--- config.mk ---
export PLATFORM = sky130hd
export DESIGN_NAME = gpio_debounce
export DESIGN_NICKNAME = d
export VERILOG_FILES = /design/src/rtl/gpio_debounce_pkg.sv /design/src/rtl/gpio_debounce_bit.sv /design/src/rtl/gpio_debounce.sv
export SDC_FILE = /design/constraint.sdc
export NUM_CORES = 1
export LEC_CHECK = 0
export ABC_AREA = 1
export BUFFER_PORTS_ARGS = -buffer_cell sky130_fd_sc_hd__buf_2
export CORE_UTILIZATION = 60
export CTS_CLUSTER_SIZE = 40
export DETAILED_ROUTE_END_ITERATION = 12
export PLACE_DENSITY = 0.86
export SLEW_MARGIN = 20
export SYNTH_ARGS = -nofsm -noshare
export SYNTH_HDL_FRONTEND = slang
export SYNTH_SLANG_ARGS = --single-unit
--- constraint.sdc ---
create_clock -name clk -period 6.45 [get_ports clk]
set_clock_uncertainty 0.15 [all_clocks]
set_input_delay 1.29 -clock clk [delete_from_list [all_inputs] [get_ports clk]]
set_output_delay 1.29 -clock clk [all_outputs]
set_load 0.02 [all_outputs]
--- src/rtl/gpio_debounce_pkg.sv ---
// gpio_pkg: default widths and shared types for the gpio_debounce input conditioner
package gpio_pkg;
   localparam int GPIO_NUM_BITS       = 32;
   localparam int GPIO_SYNC_STAGES    = 2;
   localparam int GPIO_PRESCALE_WIDTH = 16;
   localparam int GPIO_STABLE_WIDTH   = 4;
   typedef logic [GPIO_STABLE_WIDTH-1:0] stable_cnt_t;
endpackage

--- src/rtl/gpio_debounce_bit.sv ---
// gpio_debounce_bit: synchroniser, stability counter, ipin flop and edge pulses for one bit
// Edge pulses are built only when GPIO_DEBOUNCE_EDGE_EN is defined.
module gpio_debounce_bit
   import gpio_pkg::*;
#(
   parameter int SYNC_STAGES  = GPIO_SYNC_STAGES,
   parameter int STABLE_WIDTH = GPIO_STABLE_WIDTH
) (
   input  logic                    clk,
   input  logic                    rst,
   input  logic                    pin_raw,
   input  logic                    en,
   input  logic                    tick,
   input  logic [STABLE_WIDTH-1:0] limit,
   output logic                    ipin,
   output logic                    rise,
   output logic                    fall
);
   logic [SYNC_STAGES-1:0]  sync;
   logic [STABLE_WIDTH-1:0] cnt, cnt_nxt;
   logic [STABLE_WIDTH:0]   eff_limit, cnt_inc;
   logic                    s, ipin_nxt;
   assign s         = sync[SYNC_STAGES-1];
   assign eff_limit = (limit == '0) ? (STABLE_WIDTH+1)'(1) : {1'b0, limit};
   assign cnt_inc   = {1'b0, cnt} + (STABLE_WIDTH+1)'(1);
   // cnt never exceeds eff_limit-1, so the widened increment cannot overflow
   always_comb begin
      ipin_nxt = ipin;
      cnt_nxt  = cnt;
      if (!en) begin
         ipin_nxt = s;
         cnt_nxt  = '0;
      end else if (s == ipin) begin
         cnt_nxt = '0;
      end else if (tick) begin
         ipin_nxt = (cnt_inc >= eff_limit) ? s : ipin;
         cnt_nxt  = (cnt_inc >= eff_limit) ? '0 : cnt_inc[STABLE_WIDTH-1:0];
      end
   end
   always_ff @(posedge clk) begin
      if (rst) begin
         sync <= '0;
         cnt  <= '0;
         ipin <= 1'b0;
      end else begin
         sync <= {sync[SYNC_STAGES-2:0], pin_raw};
         cnt  <= cnt_nxt;
         ipin <= ipin_nxt;
      end
   end
`ifdef GPIO_DEBOUNCE_EDGE_EN
   logic ipin_d;
   always_ff @(posedge clk) ipin_d <= rst ? 1'b0 : ipin;
   assign rise = ipin & ~ipin_d;
   assign fall = ~ipin & ipin_d;
`else
   assign rise = 1'b0;
   assign fall = 1'b0;
`endif
endmodule

--- src/rtl/gpio_debounce.sv ---
// gpio_debounce: synchronise and optionally debounce raw GPIO pads into clean ipins
// Rise/fall pulses are generated only when GPIO_DEBOUNCE_EDGE_EN is defined.
module gpio_debounce
   import gpio_pkg::*;
#(
   parameter int NUM_BITS       = GPIO_NUM_BITS,
   parameter int SYNC_STAGES    = GPIO_SYNC_STAGES,
   parameter int PRESCALE_WIDTH = GPIO_PRESCALE_WIDTH,
   parameter int STABLE_WIDTH   = GPIO_STABLE_WIDTH
) (
   input  logic                      clk,
   input  logic                      rst,
   input  logic [NUM_BITS-1:0]       pins_raw,
   input  logic [NUM_BITS-1:0]       debounce_en,
   input  logic [PRESCALE_WIDTH-1:0] prescale,
   input  logic [STABLE_WIDTH-1:0]   stable_limit,
   output logic [NUM_BITS-1:0]       ipins,
   output logic [NUM_BITS-1:0]       rise,
   output logic [NUM_BITS-1:0]       fall
);
   logic [PRESCALE_WIDTH-1:0] pcnt;
   logic                      tick;
   // >= rather than == so a lowered prescale ticks at once instead of wrapping
   assign tick = pcnt >= prescale;
   always_ff @(posedge clk) pcnt <= (rst || tick) ? '0 : pcnt + 1'b1;
   for (genvar i = 0; i < NUM_BITS; i++) begin : g_bit
      gpio_debounce_bit #(
         .SYNC_STAGES (SYNC_STAGES),
         .STABLE_WIDTH(STABLE_WIDTH)
      ) u_bit (
         .clk    (clk),
         .rst    (rst),
         .pin_raw(pins_raw[i]),
         .en     (debounce_en[i]),
         .tick   (tick),
         .limit  (stable_limit),
         .ipin   (ipins[i]),
         .rise   (rise[i]),
         .fall   (fall[i])
      );
   end
endmodule
-- After elaboration in Yosys (flattened, before gate mapping)
Index checks and enable logic that the tools add are counted.
- add/subtract/negate cells: 33
- order comparisons: 33
- eq/ne operators: 128
- multiplexer cells: 161
- bitwise logic cells: 32
- reduce and logical (&&, ||, !) cells: 66
- operators with widths (operator ; count):
    adder 4 x 1 -> 5 bit (second input constant) ; 32
    >= comparator 5 bit ; 28
    two-way mux 4 bit ; 33
    two-way mux 1 bit ; 128
    != test 2 x 1 -> 1 bit (second input constant) ; 64
    AND reduction 3 bit ; 32
    OR reduction 3 bit ; 32
    != test 2 bit (second input constant) ; 32
    == test 1 bit ; 32
    NOT 1 bit ; 32
    >= comparator 5 x 4 -> 1 bit ; 4
    adder 16 x 1 -> 16 bit (second input constant) ; 1
    >= comparator 16 bit ; 1
    logical NOT 4 bit ; 1
    logical OR 1 bit ; 1
- flip-flop bits (word level): 240
- input port bits: 86
- output and inout bits: 96
- logic and storage cells: 550

-- Logic depth before layout (Yosys ltp)
- depth after elaboration: 7
- mapped depth: 16
- depth with buffers taken out: 15

-- Modules after synthesis
From an unflattened synthesis, not the netlist that was laid out.
- cells, all modules: 2273
- area, all modules: 16644.7 sq um
- modules (own cells, without submodules) (module ; times used ; cells an instance ; area an instance (sq um) ; sequential area each (sq um)):
    gpio_debounce_bit ; 32 ; 66 ; 483.0 ; 140.1
    gpio_debounce ; 1 ; 161 ; 1189.9 ; 320.3

-- Least setup slack after synthesis
No wires, ideal clock.
- path type: input -> register
- from: input port stable_limit[1]
- to: register g_bit[19].u_bit.cnt[0]
- arrival: 3.670 ns
- data required time: 6.230 ns
- setup slack: 2.560 ns
- stages on the path: 13
- cells stage by stage: inv_1 -> a31o_2 -> ha_1 -> inv_1 -> nand2_1 -> nand2_1 -> nand2_1 -> nand2_1 -> nand3_1 -> nand2_1 -> nand2_1 -> or2_2 -> a21oi_1
- word-level cells in the longest chain between the ends: 4
- RTL lines (item ; line ; source):
    start: declaration ; gpio_debounce.sv:16 ; input logic [STABLE_WIDTH-1:0] stable_limit,
    logical NOT 4 bit ; gpio_debounce_bit.sv:24 ; assign eff_limit = (limit == '0) ? (STABLE_WIDTH+1)'(1) : {1'b0, limit};
    two-way mux 4 bit (*) ; gpio_debounce_bit.sv:24 ;
    >= comparator 5 bit (*) ; gpio_debounce_bit.sv:37 ; cnt_nxt = (cnt_inc >= eff_limit) ? '0 : cnt_inc[STABLE_WIDTH-1:0];
    two-way mux 4 bit (*) ; gpio_debounce_bit.sv:37 ;
    end signal: assignment ; gpio_debounce_bit.sv:47 ; cnt <= cnt_nxt;
    end: declaration ; gpio_debounce_bit.sv:20 ; logic [STABLE_WIDTH-1:0] cnt, cnt_nxt;
Mark *: on every way between the ends. The rest lies on a longest branch, timed or not.
A chain may end at the register's enable or synchronous reset.

-- Final worst setup path
- from: input port prescale[15]
- to: register pcnt[12]
- word-level cells in the longest chain between the ends: 2
- RTL lines (item ; line ; source):
    start: declaration ; gpio_debounce.sv:15 ; input logic [PRESCALE_WIDTH-1:0] prescale,
    >= comparator 16 bit ; gpio_debounce.sv:24 ; assign tick = pcnt >= prescale;
    logical OR 1 bit ; gpio_debounce.sv:25 ; always_ff @(posedge clk) pcnt <= (rst || tick) ? '0 : pcnt + 1'b1;
    end signal: assignment ; gpio_debounce.sv:25 ;
    end: declaration ; gpio_debounce.sv:21 ; logic [PRESCALE_WIDTH-1:0] pcnt;
No other way between the ends.

==> summary.txt <==
Outcome
  – Outcome: finished, final reports clean

Global routing
  – Largest net degree at the start of global routing: 70
  – Initial antenna violation count: 1
  – Vias in the first global route: approximately 14,000
  – Global-route wire length before repair: between 50,000 and 60,000 um
  – GRT Util Overall: between 20% and 30%
  – Congestion Overflow GR: 0

Logic synthesis
  – Synth cell count leaders: 752 x nand2_1, 418 x inv_1, 240 x dfxtp_1, 173 x nand3_1, 150 x nor2_1
  – Ys flop type: dfxtp_1
  – Number of flops mapped to enable cells by yosys: 0
  – Syn. warnings: 0
  – Synth cell types: 31
  – Count leader, synth: nand2_1
  – Post-synth top area share: between 30% and 40%
  – Asr flop ratio synth: 0%
  – Seq/Total Area, Yosys: between 30% and 40%
  – Largest area contributor in the netlist: dfxtp_1
  – Synth top area cells: dfxtp_1 31%, nand2_1 18%, inv_1 10%
  – Syn_area_per_cell: between 6 and 7 um2
  – Yosys reg bits: 240
  – Post-Syn Instances: about 2,400
  – Mapped cell area: between 15,000 and 20,000 um2

Power and ir drop
  – Total power per unit cell area: 204 nW/um2
  – VDD IR max: between 0.1 and 0.15 mV
  – Total power: about 0.0034 W
  – Lkg Pwr: slightly below 9 nW

Drt
  – Met3 WL: about 2200 um
  – Initial DRC Count: about 850
  – Routed wl met2: around 18,000 um
  – Vias: 14,800
  – Routed Wire Length: 35,700 um
  – Number of vias per cell: roughly 5.2
  – DR pass1 iterations: 8
  – DRC errors left: 0
  – Wl on met1: ~15,000 um
  – Routed len/inst: roughly 13 um
  – Highest routed metal layer: met4
  – Post-route ant nets: 0

CTS
  – CTS Buffer Depth: 3
  – Num CTS Buffers: 26
  – Worst skew pair latency: ~0.53 ns
  – Root Driver: clkbuf_16
  – Post-CTS Setup Repair Bufs: 0
  – CTS H-tree lvls: 1
  – Clk sink count: 240
  – Worst-path clk slew: about 0.06 ns
  – CTS tree: yes
  – Hold-fix buffers, CTS: 0
  – CTS resizes: 0

Place
  – Place WS: about 1.8 ns
  – Port Buf Inserts: 117
  – Placer Congestion: around 0.86
  – DP HPWL: roughly 24,000 um

Timing
  – Tmin final: 4.11 ns
  – Pins Over Slew Limit: 0
  – Final Cycle Share: a little under two thirds
  – Final setup viols: 0
  – Setup ws final: between 2 and 2.5 ns
  – Final Hold Fails: 0
  – Setup TNS Final: 0 ns
  – Worst Tran Pin Value: between 1 and 1.5 ns
  – FMAX: between 0.2 and 0.25 GHz
  – RSZ-0062 raised after global routing: false
  – Slew headroom: between 30% and 40%

Setup path
  – WS Path Type: primary input to flip-flop
  – Critical path fanouts, max: 40
  – CP Data Arrival Time: approximately 4.4 ns
  – Cell family with most CP delay: simple AND/OR/NAND/NOR gates
  – Slowest CP cell: nand3_4
  – Worst endpoint required time: 6.74 ns
  – CP endpoint kind: flip-flop
  – Crit path buf inv count: 5
  – Critical path cell sequence: buf_2, inv_1, ha_1, a21oi_1, nand2_1, a21oi_4, buf_4, nand3_4, inv_2, buf_4, nand2_1, nor3b_1
  – Critical Path Start Type: primary input
  – Critical Path Max Stage Delay: about 0.54 ns

Final layout
  – Final Util: between 60% and 70%
  – Ratio of cells with drive above 1 in the final layout: a little over 8%
  – Filler cells: 2,146
  – Nets: 2,686
  – Area Overhead vs Synth: 8.01%

Floorplan
  – Initial core utilization: 61.4%
  – Row count: 58
  – Die Y: around 160 um
  – Die width: 163 um
  – Total die area: about 27,000 um2
  – Core ar.: approximately 25,000 um2
  – # IOs: roughly 180

Hold path
  – Hold crit path type: flip-flop to flip-flop

Flow run
  – Max cap viols: 0
[final timing paths]
check        slack, ns  depth (start not counted)                                 to                         startpoint
max               2.34                         12                pcnt[12]$_SDFF_PP0_                       prescale[15]
min               0.25                          2  g_bit[6].u_bit.sync[1]$_SDFF_PP0_  g_bit[6].u_bit.sync[0]$_SDFF_PP0_
max reg2reg       2.85                         12                pcnt[12]$_SDFF_PP0_                pcnt[11]$_SDFF_PP0_
min reg2reg       0.25                          2  g_bit[6].u_bit.sync[1]$_SDFF_PP0_  g_bit[6].u_bit.sync[0]$_SDFF_PP0_
[sequential cells by signal (all words and copies together) (netlist names)]
signal	cells
g_bit.u_bit.sync	64
pcnt	16
g_bit.u_bit.cnt	128
g_bit.u_bit.ipin	32
[layout make-up]
class / instances / area [um2] / area share, %
flip-flops and latches: 240 / 4800 / 28.6
clock buffers: 40 / 815 / 4.85
multi-input cells: 1645 / 8340 / 49.7
repair buffers: 130 / 683 / 4.07
diodes: 2 / 5.00 / 0.0298
well taps: 330 / 413 / 2.46
clock inverters: 7 / 63.8 / 0.380
inverters: 443 / 1660 / 9.90
[where the power goes]
part	switching (W)	total (W)	internal, W
Sequential	0.0000279	0.00155	0.00152
Clock	0.000603	0.00151	0.000904
Combinational	0.000244	0.000365	0.000121
[per-stage QoR]
| stage | instance area (um2) | instances | hold slack [ns] |
|---|---|---|---|
| floorplan | 15800 | 2481 | 0.238 |
| global placement | 15900 | 2788 | 0.239 |
| detailed placement | 15900 | 2788 | 0.243 |
| CTS | 16800 | 2835 | 0.252 |
| global route | 16800 | 2835 | 0.266 |
| finish | 16800 | 2837 | 0.251 |
[tightest hold or removal path: cells and delay by family (launching register included)]
family	cells	cell delay (ns)
buffers and inverters	1	0.04
AND/OR/NAND/NOR	1	0.03
flip-flops	1	0.29
[cells by family (layout without fill, tap and decap cells)]
kind of cell    after synthesis  after routing  synth area share (%)
other cells                   1             66                0.0241
compound gates              240            240                  8.76
flops                       240            240                  30.9
simple gates               1190           1190                  32.0
fa+ha+maj                   114            114                  9.18
xor+xnor                     37             37                  2.08
buf+inv                     596            620                  17.0
[per-layer routing]
metal | track usage [%] | vias up
li1 | - | 7567
met1 | 31.1 | 6691
met2 | 48.9 | 453
met3 | 3.90 | 98
met4 | 11.2 | 0
met5 | 0 | -
[layout by cell type (no fill, tap or decap), drive strengths merged]
cell	count
inv	439
diode	2
a21o	1
clkbuf	40
a31o	1
bufinv	1
nor3	8
dfxtp	240
or2	3
clkinv	10
ha	114
buf	130
xor2	4
nand3	174
a21boi	28
nor2	150
o21ai	40
nand2	752
xnor2	33
nor3b	3
o21a	30
a21oi	138
o21bai	2
nand4	99
conb	64
nand3b	1
Note: power is estimated with default switching activity, not from simulation.
